### config.mk
export PLATFORM = sky130hd
export DESIGN_NAME = phy_mdio_resp
export DESIGN_NICKNAME = d
export VERILOG_FILES = /design/src/rtl/phy_mdio_resp.sv
export SDC_FILE = /design/constraint.sdc
export NUM_CORES = 1
export LEC_CHECK = 0
export BUFFER_PORTS_ARGS = -buffer_cell sky130_fd_sc_hd__buf_2
export CAP_MARGIN = 10
export CORE_MARGIN = 2
export CORE_UTILIZATION = 56
export CTS_BUF_LIST = sky130_fd_sc_hd__clkbuf_2
export CTS_CLUSTER_DIAMETER = 200
export CTS_CLUSTER_SIZE = 30
export DETAILED_ROUTE_END_ITERATION = 7
export GPL_ROUTABILITY_DRIVEN = 0
export PLACE_DENSITY = 0.74
export SYNTH_ARGS = -nofsm -noshare
export SYNTH_HDL_FRONTEND = slang
export SYNTH_SLANG_ARGS = --single-unit
### constraint.sdc
create_clock -name mdc -period 2 [get_ports mdc]
set_input_delay 0.2 -clock mdc [delete_from_list [all_inputs] [get_ports mdc]]
set_output_delay 0.2 -clock mdc [all_outputs]
set_load 0.03 [all_outputs]
### src/rtl/phy_mdio_resp.sv
// Clause-22 MDIO responder: decodes management frames on mdc and serves a
// small PHY register file (control, status, ID, advertisement).
module phy_mdio_resp #(
    parameter logic [4:0]  PHY_ADDR = 5'd1,
    parameter logic [15:0] PHY_ID1  = 16'h0022,
    parameter logic [15:0] PHY_ID2  = 16'h1550
) (
    input  logic        mdc,
    input  logic        rst_n,
    input  logic        mdio_i,
    output logic        mdio_o,
    output logic        mdio_oe,
    input  logic        link_up,
    output logic [15:0] ctrl_reg,
    output logic        wr_strobe,
    output logic [4:0]  wr_reg_add
);

    localparam logic [15:0] CTRL_DEFAULT = 16'h3100;
    localparam logic [15:0] ADV_DEFAULT  = 16'h01E1;
    localparam logic [15:0] CTRL_WR_MASK = 16'h7F80;
    localparam logic [15:0] STATUS_BASE  = 16'h7809;
    localparam logic [5:0]  PRE_FULL     = 6'd32;

    typedef enum logic [3:0] {
        IDLE,
        ST,
        OP,
        PHYAD,
        REGAD,
        TA,
        WDATA,
        RDATA,
        SKIP
    } state_t;

    state_t      state;
    state_t      state_nxt;
    logic [4:0]  bit_cnt;
    logic [4:0]  bit_cnt_nxt;
    logic [5:0]  pre_cnt;
    logic [5:0]  pre_cnt_nxt;
    logic        op_read;
    logic        op_read_nxt;
    logic [4:0]  phyad;
    logic [4:0]  phyad_nxt;
    logic [4:0]  regad;
    logic [4:0]  regad_nxt;
    logic [15:0] shift;
    logic [15:0] shift_nxt;
    logic        mdio_o_nxt;
    logic        mdio_oe_nxt;
    logic [15:0] ctrl_nxt;
    logic [15:0] adv;
    logic [15:0] adv_nxt;
    logic        wr_strobe_nxt;
    logic [4:0]  wr_reg_add_nxt;

    logic [15:0] rd_data;
    logic [15:0] status_val;
    logic [15:0] wr_value;
    logic        addr_match;

    always_comb begin
        status_val = STATUS_BASE | {10'd0, link_up, 2'd0, link_up, 2'd0};
        case (regad)
            5'd0:    rd_data = ctrl_reg;
            5'd1:    rd_data = status_val;
            5'd2:    rd_data = PHY_ID1;
            5'd3:    rd_data = PHY_ID2;
            5'd4:    rd_data = adv;
            default: rd_data = 16'h0000;
        endcase
    end

    // Broadcast address is accepted for writes only so reads never collide
    always_comb begin
        wr_value = {shift[14:0], mdio_i};
        if (op_read) begin
            addr_match = (phyad == PHY_ADDR);
        end else begin
            addr_match = (phyad == PHY_ADDR) || (phyad == 5'd0);
        end
    end

    always_comb begin
        state_nxt      = state;
        bit_cnt_nxt    = bit_cnt + 5'd1;
        pre_cnt_nxt    = 6'd0;
        op_read_nxt    = op_read;
        phyad_nxt      = phyad;
        regad_nxt      = regad;
        shift_nxt      = shift;
        mdio_o_nxt     = mdio_o;
        mdio_oe_nxt    = mdio_oe;
        ctrl_nxt       = ctrl_reg & ~16'h0200;
        adv_nxt        = adv;
        wr_strobe_nxt  = 1'b0;
        wr_reg_add_nxt = wr_reg_add;

        case (state)
            IDLE: begin
                bit_cnt_nxt = 5'd0;
                if (mdio_i) begin
                    pre_cnt_nxt = (pre_cnt == PRE_FULL) ? PRE_FULL : pre_cnt + 6'd1;
                end else if (pre_cnt == PRE_FULL) begin
                    state_nxt = ST;
                end
            end
            ST: begin
                bit_cnt_nxt = 5'd0;
                state_nxt   = mdio_i ? OP : IDLE;
            end
            OP: begin
                if (bit_cnt == 5'd0) begin
                    op_read_nxt = mdio_i;
                end else if (op_read != mdio_i) begin
                    bit_cnt_nxt = 5'd0;
                    state_nxt   = PHYAD;
                end else begin
                    state_nxt = IDLE;
                end
            end
            PHYAD: begin
                phyad_nxt = {phyad[3:0], mdio_i};
                if (bit_cnt == 5'd4) begin
                    bit_cnt_nxt = 5'd0;
                    state_nxt   = REGAD;
                end
            end
            REGAD: begin
                regad_nxt = {regad[3:0], mdio_i};
                if (bit_cnt == 5'd4) begin
                    bit_cnt_nxt = 5'd0;
                    state_nxt   = addr_match ? TA : SKIP;
                end
            end
            // Read data is captured on the first turnaround edge
            TA: begin
                if (bit_cnt == 5'd0) begin
                    if (op_read) begin
                        mdio_oe_nxt = 1'b1;
                        mdio_o_nxt  = 1'b0;
                        shift_nxt   = rd_data;
                    end
                end else begin
                    bit_cnt_nxt = 5'd0;
                    if (op_read) begin
                        mdio_o_nxt = shift[15];
                        shift_nxt  = {shift[14:0], 1'b0};
                        state_nxt  = RDATA;
                    end else begin
                        state_nxt = WDATA;
                    end
                end
            end
            RDATA: begin
                mdio_o_nxt = shift[15];
                shift_nxt  = {shift[14:0], 1'b0};
                if (bit_cnt == 5'd15) begin
                    mdio_o_nxt  = 1'b0;
                    mdio_oe_nxt = 1'b0;
                    state_nxt   = IDLE;
                end
            end
            WDATA: begin
                shift_nxt = wr_value;
                if (bit_cnt == 5'd15) begin
                    wr_strobe_nxt  = 1'b1;
                    wr_reg_add_nxt = regad;
                    state_nxt      = IDLE;
                    if (regad == 5'd0) begin
                        if (wr_value[15]) begin
                            ctrl_nxt = CTRL_DEFAULT;
                            adv_nxt  = ADV_DEFAULT;
                        end else begin
                            ctrl_nxt = wr_value & CTRL_WR_MASK;
                        end
                    end else if (regad == 5'd4) begin
                        adv_nxt = wr_value;
                    end
                end
            end
            SKIP: begin
                if (bit_cnt == 5'd17) begin
                    state_nxt = IDLE;
                end
            end
            default: begin
                state_nxt = IDLE;
            end
        endcase
    end

    always_ff @(posedge mdc) begin
        if (!rst_n) begin
            state <= IDLE;
        end else begin
            state <= state_nxt;
        end
    end

    always_ff @(posedge mdc) begin
        if (!rst_n) begin
            bit_cnt    <= 5'd0;
            pre_cnt    <= 6'd0;
            op_read    <= 1'b0;
            phyad      <= 5'd0;
            regad      <= 5'd0;
            shift      <= 16'h0000;
            mdio_o     <= 1'b0;
            mdio_oe    <= 1'b0;
            ctrl_reg   <= CTRL_DEFAULT;
            adv        <= ADV_DEFAULT;
            wr_strobe  <= 1'b0;
            wr_reg_add <= 5'd0;
        end else begin
            bit_cnt    <= bit_cnt_nxt;
            pre_cnt    <= pre_cnt_nxt;
            op_read    <= op_read_nxt;
            phyad      <= phyad_nxt;
            regad      <= regad_nxt;
            shift      <= shift_nxt;
            mdio_o     <= mdio_o_nxt;
            mdio_oe    <= mdio_oe_nxt;
            ctrl_reg   <= ctrl_nxt;
            adv        <= adv_nxt;
            wr_strobe  <= wr_strobe_nxt;
            wr_reg_add <= wr_reg_add_nxt;
        end
    end

endmodule

==> flow_metrics.env, run 1 <==
export IMPL_slowest_delay_ns=0.47
export IMPL_route_vias_total=3164
export IMPL_synth_compound_area_share_pct=17.3
export IMPL_worstHoldPathCells=3
export IMPL_ioPinCount=28
export IMPL_yosys_cell_types_count=55
export IMPL_ant_nets=0
export IMPL_reg2reg_slack_ns=0.07
export IMPL_final_layout_size_suffix_gt1_share_pct=21.8
export IMPL_netlist_area_um2=3560
export IMPL_ir_drop_mv=0.386
export IMPL_r2r_end="shift[7]$_SDFFE_PN0P_"
export IMPL_start_util_pct=57.1
export IMPL_hold_viol=0
export IMPL_cp_max_fo=13
export IMPL_cts_sinks=74
export IMPL_io_buffers=19
export IMPL_grt_pass1_wl_um=13600
export IMPL_die_w_um=83.8
export IMPL_wl_um=8560
export IMPL_root_buffer="clkbuf_2"
export IMPL_hp_class="primary input to register"
export IMPL_yosys_area_share_simple_pct=24.2
export IMPL_r2r_cells=8
export IMPL_multiInputGateArea_um2=1980
export IMPL_synth_adder_area_share_pct=2.11
export IMPL_layout_commonest_cell="dfxtp_1"
export IMPL_cts_buffers=9
export IMPL_dp_cells=517
export IMPL_n_antenna_cell=0
export IMPL_relSlewSlack_pct=65.3
export IMPL_cts_max_path_buffers=2
export IMPL_cp_arrival_ns=2.40
export IMPL_die_h_um=83.8
export IMPL_slowest_stage="or4b_4"
export IMPL_synth_async_reset_ratio_pct=0
export IMPL_hpwl_um=5620
export IMPL_crit_chain="inv_1, ha_1, or4b_4, nand2b_4, buf_6, nor3_2, a21oi_1, a211oi_2"
export IMPL_wl_per_cell_um=16.0
export IMPL_dieArea_um2=7020
export IMPL_synth_area_per_cell_um2=8.46
export IMPL_nets=463
export IMPL_cp_end_kind="register"
export IMPL_track_usage_pct=24.1
export IMPL_synth_top_family_by_area="simple AND/OR/NAND/NOR gates"
export IMPL_finalSetupViolations=0
export IMPL_grt_max_degree=33
export IMPL_crit_required_ns=2.47
export IMPL_synth_edf_count=0
export IMPL_core_area_um2=6240
export IMPL_power_leakage_nw=1.51
export IMPL_final_cell_area_um2=4080
export IMPL_synthMuxAreaShare_pct=6.46
export IMPL_rsz0062_at_grt="yes"
export IMPL_drtIter0Drc=368
export IMPL_synthToLayoutAreaGrowth_pct=14.6
export IMPL_fmax_mhz=518
export IMPL_row_count=29
export IMPL_skew_ns=0.0570
export IMPL_crit_type="register to register"
export IMPL_grt_pass1_vias=2822
export IMPL_min_delay_start="rst_n"
export IMPL_power_density_nw_per_um2=594
export IMPL_avgViaCountPerCell=5.91
export IMPL_holdWs_ns=0.0719
export IMPL_report_final_slew_viol_count=0
export IMPL_fin_crit_sh_pct=96.6
export IMPL_seq_area_frac_synth_pct=41.6
export IMPL_synthFlopType="dfxtp_1"
export IMPL_min_delay_worst_endpoint="ctrl_reg[8]$_SDFFE_PN1P_"
export IMPL_fin_cells=535
export IMPL_grt_overflow=0
export IMPL_syn_inst=421
export IMPL_synthXorXnorAreaFrac_pct=1.72
export IMPL_drc=0
export IMPL_ys_seq_elements=74
export IMPL_status="completed"
export IMPL_clock_latency_ns=0.55
export IMPL_ctsHtreeMaxLevel=3
export IMPL_maxCapViolCount=0
export IMPL_seqCellArea_um2=1490
export IMPL_placed_cell_area_um2=3840
export IMPL_grt_antenna_before_repair=0
export IMPL_regToRegStartpoint="bit_cnt[1]$_SDFF_PN0_"
export IMPL_fillers=555
export IMPL_drtPass1Iterations=5
export IMPL_synth_warnings=0
export IMPL_clk_transition_reported_paths_ns=0.25
export IMPL_cts_tree="done"
export IMPL_period_minus_slack_ns=1.93
export IMPL_worst_pin_slew_ns=0.517
export IMPL_cp_start_kind="register"
export IMPL_final_cell_mix="72 x dfxtp_1, 67 x nor2_1, 31 x nand2_1, 29 x buf_4, 23 x mux2i_1"
## critical path: cells and delay by family, from the launching register on
| kind | cells | cell delay (ns) |
|---|---|---|
| adder cells (fa/ha/maj) | 1 | 0.17 |
| AND/OR/NAND/NOR | 3 | 0.83 |
| flip-flops | 1 | 0.37 |
| AO/OA/AOI/OAI | 2 | 0.27 |
| buffers and inverters | 2 | 0.24 |
## what timing repair did
action | in CTS | in global routing
gates resized for setup | 2 | 20
buffers inserted | 0 | 1
endpoints found under the setup margin | 8 | 31
pin swaps | 0 | 5
endpoints found under the hold margin | 2 | 0
hold buffers | 1 | 0
## worst max path at each step
| stage | to | startpoint | slack [ns] |
|---|---|---|---|
| after global routing | state[2]$_SDFFE_PN0P_ | bit_cnt[1]$_SDFF_PN0_ | -0.03 |
| final | shift[7]$_SDFFE_PN0P_ | bit_cnt[1]$_SDFF_PN0_ | 0.07 |
| after floorplan | adv[1]$_SDFFE_PN0P_ | bit_cnt[0]$_SDFF_PN0_ | 0.04 |
| after global placement | ctrl_reg[12]$_SDFFE_PN1P_ | bit_cnt[0]$_SDFF_PN0_ | 0.04 |
| after CTS | shift[9]$_SDFFE_PN0P_ | bit_cnt[1]$_SDFF_PN0_ | 0.008 |
| after detailed placement | ctrl_reg[12]$_SDFFE_PN1P_ | bit_cnt[0]$_SDFF_PN0_ | -0.009 |
## through the flow
step | worst slack [ns] | total power, W | TNS (ns) | util (%)
after floorplan | 0.0398 | 0.00157 | 0 | -
after global placement | 0.0354 | 0.00158 | 0 | 61.5
after detailed placement | -0.00890 | 0.00158 | -0.0239 | 61.5
after CTS | 0.00835 | 0.00243 | 0 | 63.7
after global routing | -0.0316 | 0.00250 | -0.0871 | 65.4
final | 0.0679 | 0.00243 | 0 | 65.4
## logic make-up (layout without fill, tap and decap cells)
group / Yosys count / count (layout)
simple gates: 171 / 171
xor+xnor: 7 / 7
other cells: 1 / 8
flops: 74 / 74
mux: 23 / 23
compound gates: 90 / 90
fa+ha+maj: 6 / 6
buf+inv: 49 / 79
## area by class of cell
| type | count | share of cell area (%) |
|---|---|---|
| clock buffers | 9 | 1.10 |
| repair buffers | 52 | 8.73 |
| multi-input cells | 305 | 48.5 |
| clock inverters | 7 | 1.90 |
| inverters | 11 | 1.01 |
| flip-flops and latches | 74 | 36.4 |
| well taps | 77 | 2.36 |
## cells in the mapped netlist (3+ instances only)
| master | count | area, um^2 |
|---|---|---|
| inv_1 | 11 | 41.3 |
| nand2_1 | 31 | 116 |
| o21ai_0 | 16 | 80.1 |
| nor3_1 | 10 | 50.1 |
| a22oi_1 | 21 | 158 |
| dfxtp_1 | 74 | 1480 |
| nor2_1 | 68 | 255 |
| a211oi_1 | 10 | 75.1 |
| o31ai_1 | 3 | 22.5 |
| xnor2_1 | 4 | 35.0 |
| nand2b_1 | 8 | 50.1 |
| nor2_2 | 3 | 18.8 |
| buf_4 | 8 | 60.1 |
| nand3b_1 | 8 | 60.1 |
| o22ai_1 | 6 | 37.5 |
| nand4_1 | 5 | 31.3 |
| nor2b_1 | 5 | 31.3 |
| a21oi_1 | 16 | 80.1 |
| clkbuf_1 | 19 | 71.3 |
| xor2_1 | 3 | 26.3 |
| mux2i_1 | 23 | 230 |
| nand3_1 | 12 | 60.1 |
| nor4_1 | 3 | 18.8 |
| buf_2 | 8 | 40.0 |
| ha_1 | 6 | 75.1 |
## layer usage
| layer | GRT usage (%) | vias to the layer above | part of all wire (%) |
|---|---|---|---|
| met5 | 0 | - | 0 |
| met4 | 8.80 | 0 | 1.2 |
| met3 | 3.96 | 12 | 5.7 |
| met2 | 36.9 | 102 | 47 |
| met1 | 34.2 | 1516 | 46 |
| li1 | - | 1534 | - |
## power breakdown
part,internal [W],switching (W)
Combinational,0.0000140,0.0000552
Sequential,0.00148,0.00000178
Clock,0.000292,0.000585
Total,0.00178,0.000642
Note: power is estimated with default switching activity, not from simulation.
==> run 2: changes to the inputs <==
==> config.mk (replaced) <==
export PLATFORM = sky130hd
export DESIGN_NAME = phy_mdio_resp
export DESIGN_NICKNAME = d
export VERILOG_FILES = /design/src/rtl/phy_mdio_resp.sv
export SDC_FILE = /design/constraint.sdc
export NUM_CORES = 1
export LEC_CHECK = 0
export CAP_MARGIN = 10
export CORE_MARGIN = 2
export CORE_UTILIZATION = 59
export CTS_BUF_LIST = sky130_fd_sc_hd__clkbuf_2
export CTS_CLUSTER_DIAMETER = 200
export CTS_CLUSTER_SIZE = 30
export DETAILED_ROUTE_END_ITERATION = 7
export DONT_BUFFER_PORTS = 1
export PLACE_DENSITY = 0.74
export SYNTH_ARGS = -nofsm -noshare
export SYNTH_HDL_FRONTEND = slang
export SYNTH_SLANG_ARGS = --single-unit
==> run 2 against run 1 <==
Compared with the run above: register-to-register slack better by 0.02 ns; clock power shrank 9.1%; worst hold slack got worse by 0.015 ns; non-clock buffer count down 14; highest routed layer unchanged; count of clock-buffer cells in the layout is 1 higher.
==> flow_metrics.env, run 2 (synthesized netlist as in run 1, its figures left out) <==
export IMPL_status="completed"
export IMPL_route_vias_total=3115
export IMPL_crit_type="register to register"
export IMPL_hp_class="primary input to register"
export IMPL_ir_drop_mv=0.428
export IMPL_grt_overflow=0
export IMPL_avgViaCountPerCell=6.00
export IMPL_switchingPower_w=0.000565
export IMPL_wl_per_cell_um=16.0
export IMPL_cp_max_fo=11
export IMPL_layout_commonest_cell="dfxtp_1"
export IMPL_track_usage_pct=26.3
export IMPL_cp_end_kind="register"
export IMPL_grt_max_degree=48
export IMPL_synthToLayoutAreaGrowth_pct=12.2
export IMPL_nets=449
export IMPL_regToRegStartpoint="bit_cnt[0]$_SDFF_PN0_"
export IMPL_period_minus_slack_ns=1.92
export IMPL_row_count=28
export IMPL_ioPinCount=28
export IMPL_min_delay_start="mdio_i"
export IMPL_n_antenna_cell=0
export IMPL_final_cell_mix="72 x dfxtp_1, 67 x nor2_1, 31 x nand2_1, 28 x buf_4, 23 x mux2i_1"
export IMPL_drtPass1Iterations=4
export IMPL_swShare_pct=24.2
export IMPL_p_clk_share_pct=34.0
export IMPL_cp_start_kind="register"
export IMPL_ctsHtreeMaxLevel=3
export IMPL_crit_required_ns=2.39
export IMPL_relSlewSlack_pct=58.6
export IMPL_wl_um=8290
export IMPL_dieArea_um2=6680
export IMPL_maxCapViolCount=0
export IMPL_cts_sinks=74
export IMPL_cts_buffers=9
export IMPL_gp_congestion=0.847
export IMPL_fillers=499
export IMPL_reg2reg_slack_ns=0.08
export IMPL_report_final_slew_viol_count=0
export IMPL_r2r_cells=8
export IMPL_worstHoldPathCells=3
export IMPL_cp_arrival_ns=2.31
export IMPL_fin_util_pct=67.9
export IMPL_skew_ns=0.0237
export IMPL_root_buffer="clkbuf_2"
export IMPL_io_buffers=0
export IMPL_rsz0062_at_grt="no"
export IMPL_cts_max_path_buffers=2
export IMPL_die_h_um=81.7
export IMPL_core_area_um2=5890
export IMPL_clock_latency_ns=0.50
export IMPL_ant_nets=0
export IMPL_fin_tns_setup_ns=0
export IMPL_finalSetupViolations=0
export IMPL_grt_antenna_before_repair=0
export IMPL_intPower_w=0.00177
export IMPL_die_w_um=81.7
export IMPL_p_seq_share_pct=63.3
export IMPL_fin_crit_sh_pct=95.8
export IMPL_min_delay_worst_endpoint="state[1]$_SDFFE_PN0P_"
export IMPL_final_layout_size_suffix_gt1_share_pct=16.7
export IMPL_grt_pass1_wl_um=13600
export IMPL_hold_viol=0
export IMPL_power_density_nw_per_um2=585
export IMPL_drc=0
export IMPL_grt_pass1_vias=2959
export IMPL_clk_transition_reported_paths_ns=0.19
export IMPL_multiInputGateArea_um2=1940
export IMPL_power_leakage_nw=1.42
export IMPL_p_comb_share_pct=2.7
export IMPL_cts_tree="done"
export IMPL_r2r_end="adv[1]$_SDFFE_PN0P_"
export IMPL_worst_pin_slew_ns=0.618
export IMPL_start_util_pct=60.5
export IMPL_drtIter0Drc=259
export IMPL_hpwl_um=5470
export IMPL_fmax_mhz=522
export IMPL_seqCellArea_um2=1480
==> run 2: cell count changes in the layout (fill, tap and decap cells not counted), sizes merged <==
cell         delta
clkinvlp        -2
dlygate4sd3     +6
inv             -1
buf            -20
clkbuf          +1
clkinv          +2
==> run 2: worst max-delay path: stages (launching register included) <==
cell and delay [ns]:
dfxtp_2 0.38, ha_2 0.19, and3_4 0.20, ha_4 0.14, nand2b_4 0.07, or4_1 0.49, buf_6 0.17, a22oi_1 0.14
nor2_1 0.05
==> run 2: repair_timing <==
| action | in CTS | in global routing |
|---|---|---|
| endpoints found under the setup margin | 0 | 25 |
| buffers inserted | 0 | 1 |
| resized for setup | 0 | 16 |
| hold endpoints to repair | 27 | 13 |
| hold buffers | 6 | 1 |
==> run 2: final cells by class <==
class	instances	share of cell area, %
well taps	75	2.35
flip-flops and latches	74	37.1
clock buffers	10	1.25
inverters	11	1.03
multi-input cells	305	48.6
clock inverters	6	1.44
repair buffers	38	8.17
==> run 2: worst max path at each step <==
stage,startpoint,cells after the start,end
after floorplan,bit_cnt[0]$_SDFF_PN0_,8,adv[1]$_SDFFE_PN0P_
after global placement,bit_cnt[0]$_SDFF_PN0_,8,adv[2]$_SDFFE_PN0P_
after detailed placement,bit_cnt[0]$_SDFF_PN0_,8,adv[15]$_SDFFE_PN0P_
after CTS,bit_cnt[0]$_SDFF_PN0_,8,adv[13]$_SDFFE_PN0P_
after global routing,bit_cnt[1]$_SDFF_PN0_,8,shift[9]$_SDFFE_PN0P_
final,bit_cnt[0]$_SDFF_PN0_,8,adv[1]$_SDFFE_PN0P_
==> run 2: routing by layer <==
layer | track usage [%] | vias to the layer above | share of wire, %
met2 | 45.4 | 83 | 51
li1 | - | 1512 | -
met5 | 0 | - | 0
met3 | 6.04 | 21 | 4.6
met4 | 13.5 | 0 | 2.4
met1 | 30.4 | 1499 | 42
==> run 2: power groups by stage <==
| stage | Clock [W] | Combinational (W) | Sequential (W) |
|---|---|---|---|
| final | 0.000796 | 0.0000626 | 0.00148 |
| after floorplan | 0 | 0.0000631 | 0.00151 |
| after global routing | 0.000868 | 0.0000687 | 0.00148 |
| after CTS | 0.000803 | 0.0000561 | 0.00148 |
| after global placement | 0 | 0.0000507 | 0.00151 |
| after detailed placement | 0 | 0.0000508 | 0.00151 |
==> run 2: metrics by stage <==
stage / hold slack, ns / total power, W / cell area (um^2) / setup slack (ns) / std cells
detailed placement: 0.271 / 0.00156 / 3740 / 0.0218 / 495
finish: 0.0570 / 0.00234 / 4000 / 0.0836 / 519
global placement: 0.267 / 0.00156 / 3740 / 0.0640 / 495
CTS: -0.266 / 0.00234 / 3910 / 0.0122 / 517
floorplan: 0.430 / 0.00157 / 3600 / 0.0398 / 428
global route: 0.0490 / 0.00242 / 4000 / 0.000806 / 519
==> run 3: changes to the inputs <==
--- a/config.mk
+++ b/config.mk
@@ -7,13 +7,14 @@
 export LEC_CHECK = 0
 export CAP_MARGIN = 10
 export CORE_MARGIN = 2
-export CORE_UTILIZATION = 59
+export CORE_UTILIZATION = 50
 export CTS_BUF_LIST = sky130_fd_sc_hd__clkbuf_2
 export CTS_CLUSTER_DIAMETER = 200
 export CTS_CLUSTER_SIZE = 30
 export DETAILED_ROUTE_END_ITERATION = 7
 export DONT_BUFFER_PORTS = 1
-export PLACE_DENSITY = 0.74
+export GPL_TIMING_DRIVEN = 0
+export PLACE_DENSITY = 0.64
 export SYNTH_ARGS = -nofsm -noshare
 export SYNTH_HDL_FRONTEND = slang
 export SYNTH_SLANG_ARGS = --single-unit
==> run 3 against run 2 <==
Compared with the run above: routed wire length is 8.8% higher; critical endpoint is now shift[3]$_SDFFE_PN0P_; die area rose by 17%; sequential power about the same; core utilization decreased by 7.2 points; worst hold slack improved by 0.070 ns; total power is 8.6% higher; design area is 3.8% higher.
==> flow_metrics.env, run 3 (synthesized netlist as in run 1, its figures left out) <==
export IMPL_status="completed"
export IMPL_relSlewSlack_pct=51.5
export IMPL_finalSetupViolations=0
export IMPL_grt_pass1_wl_um=13700
export IMPL_root_buffer="clkbuf_2"
export IMPL_period_minus_slack_ns=1.95
export IMPL_power_leakage_nw=1.51
export IMPL_crit_chain="inv_4, ha_4, or4b_4, nand2b_4, buf_12, o311ai_1, o211a_1"
export IMPL_ant_nets=0
export IMPL_cp_max_fo=5
export IMPL_slowest_stage="or4b_4"
export IMPL_report_final_slew_viol_count=0
export IMPL_drc=0
export IMPL_die_w_um=88.4
export IMPL_grt_overflow=0
export IMPL_ioPinCount=28
export IMPL_reg2reg_slack_ns=0.05
export IMPL_cp_end_kind="register"
export IMPL_start_util_pct=52.2
export IMPL_fin_cells=548
export IMPL_wl_um=9020
export IMPL_row_count=30
export IMPL_ctsHtreeMaxLevel=3
export IMPL_skew_ns=0.0330
export IMPL_slowest_delay_ns=0.46
export IMPL_hp_class="primary input to register"
export IMPL_fin_util_pct=60.7
export IMPL_track_usage_pct=23.2
export IMPL_cts_buffers=9
export IMPL_worst_pin_slew_ns=0.728
export IMPL_hold_viol=0
export IMPL_power_density_nw_per_um2=612
export IMPL_layout_commonest_cell="dfxtp_1"
export IMPL_wl_per_cell_um=16.5
export IMPL_nets=457
export IMPL_min_delay_start="rst_n"
export IMPL_grt_max_degree=14
export IMPL_grt_pass1_vias=2786
export IMPL_maxCapViolCount=0
export IMPL_dp_cells=524
export IMPL_cp_start_kind="register"
export IMPL_core_area_um2=6830
export IMPL_die_h_um=88.4
export IMPL_cp_arrival_ns=2.44
export IMPL_synthToLayoutAreaGrowth_pct=16.4
export IMPL_cts_max_path_buffers=2
export IMPL_grt_antenna_before_repair=0
export IMPL_rsz0062_at_grt="yes"
export IMPL_avgViaCountPerCell=5.64
export IMPL_io_buffers=0
export IMPL_final_layout_size_suffix_gt1_share_pct=19.9
export IMPL_crit_required_ns=2.50
export IMPL_gp_congestion=0.901
export IMPL_ir_drop_mv=0.421
export IMPL_final_cell_mix="72 x dfxtp_1, 66 x nor2_1, 31 x nand2_1, 23 x mux2i_1"
export IMPL_n_antenna_cell=0
export IMPL_cts_tree="done"
export IMPL_crit_type="register to register"
export IMPL_route_vias_total=3092
export IMPL_hpwl_um=6070
export IMPL_drtIter0Drc=174
export IMPL_critPathLaunch="bit_cnt[1]$_SDFF_PN0_"
export IMPL_fin_crit_sh_pct=97.3
export IMPL_cts_sinks=74
export IMPL_dieArea_um2=7820
export IMPL_clk_transition_reported_paths_ns=0.21
export IMPL_regToRegStartpoint="bit_cnt[1]$_SDFF_PN0_"
export IMPL_drtPass1Iterations=4
export IMPL_fmax_mhz=514
export IMPL_clock_latency_ns=0.54
-- run 3: cell types whose count changed in the layout (fill, tap and decap cells not counted), moves of 5 or more --
cell and delta:
a211oi_2 +5, buf_2 +8, buf_4 -11, dlygate4sd3_1 -7, clkbuf_1 +13, a211oi_1 -5
-- run 3: cell type report --
cell class | count | area (um^2)
plain buffers | 37 | 214
clock buffers | 10 | 50.0
clock inverters | 6 | 90.1
fillers | 636 | 2680
inverters | 11 | 43.8
multi-input cells | 305 | 2060
flip-flops and latches | 74 | 1490
well taps | 96 | 120
repair buffers | 9 | 85.1
-- run 3: per-stage QoR --
step           setup TNS [ns]  hold slack (ns)  worst slack, ns  power, W  instance area, um^2
5_1_grt               -0.0173           0.0889          -0.0136   0.00265                 4150
3_5_place_dp            -5.27            0.453           -0.287   0.00159                 3720
2_1_floorplan               0            0.430           0.0398   0.00157                 3600
4_1_cts               -0.0312           0.0858         -0.00808   0.00257                 3940
6_report                    0            0.127           0.0543   0.00254                 4150
3_3_place_gp            -4.71            0.443           -0.269   0.00159                 3720
-- run 3: power by group --
part,internal (W),switching (W),total [W]
combinational,0.0000206,0.0000603,0.0000809
sequential,0.00148,0.00000189,0.00148
clock,0.000423,0.000558,0.000981
total,0.00192,0.000621,0.00254
-- run 3: final timing paths --
path,end,depth (start not counted)
max,shift[3]$_SDFFE_PN0P_,7
min,ctrl_reg[9]$_SDFF_PP0_,3
max reg2reg,shift[3]$_SDFFE_PN0P_,7
min reg2reg,mdio_o$_SDFFE_PN0P_,2
-- run 3: routing by layer --
layer	vias to the layer above	part of all wire (%)	GRT usage, %
met5	-	0	0
li1	1525	-	-
met4	0	2.3	8.68
met1	1466	45	30.1
met3	18	5.6	5.32
met2	83	47	37.9
-- run 3: critical path, delay by kind of cell (launching register included) --
kind,cells,cell delay [ns]
AO/OA/AOI/OAI,2,0.50
adder cells (fa/ha/maj),1,0.12
flip-flops,1,0.41
AND/OR/NAND/NOR,2,0.67
buffers and inverters,2,0.22
-- run 3: repair_timing --
item                                    4_1_cts  5_1_grt
cloned                                        0        1
hold buffers                                  0        0
pin swaps                                     0        9
resized for setup                            17       37
setup buffers                                 3        5
endpoints found under the setup margin       34       33
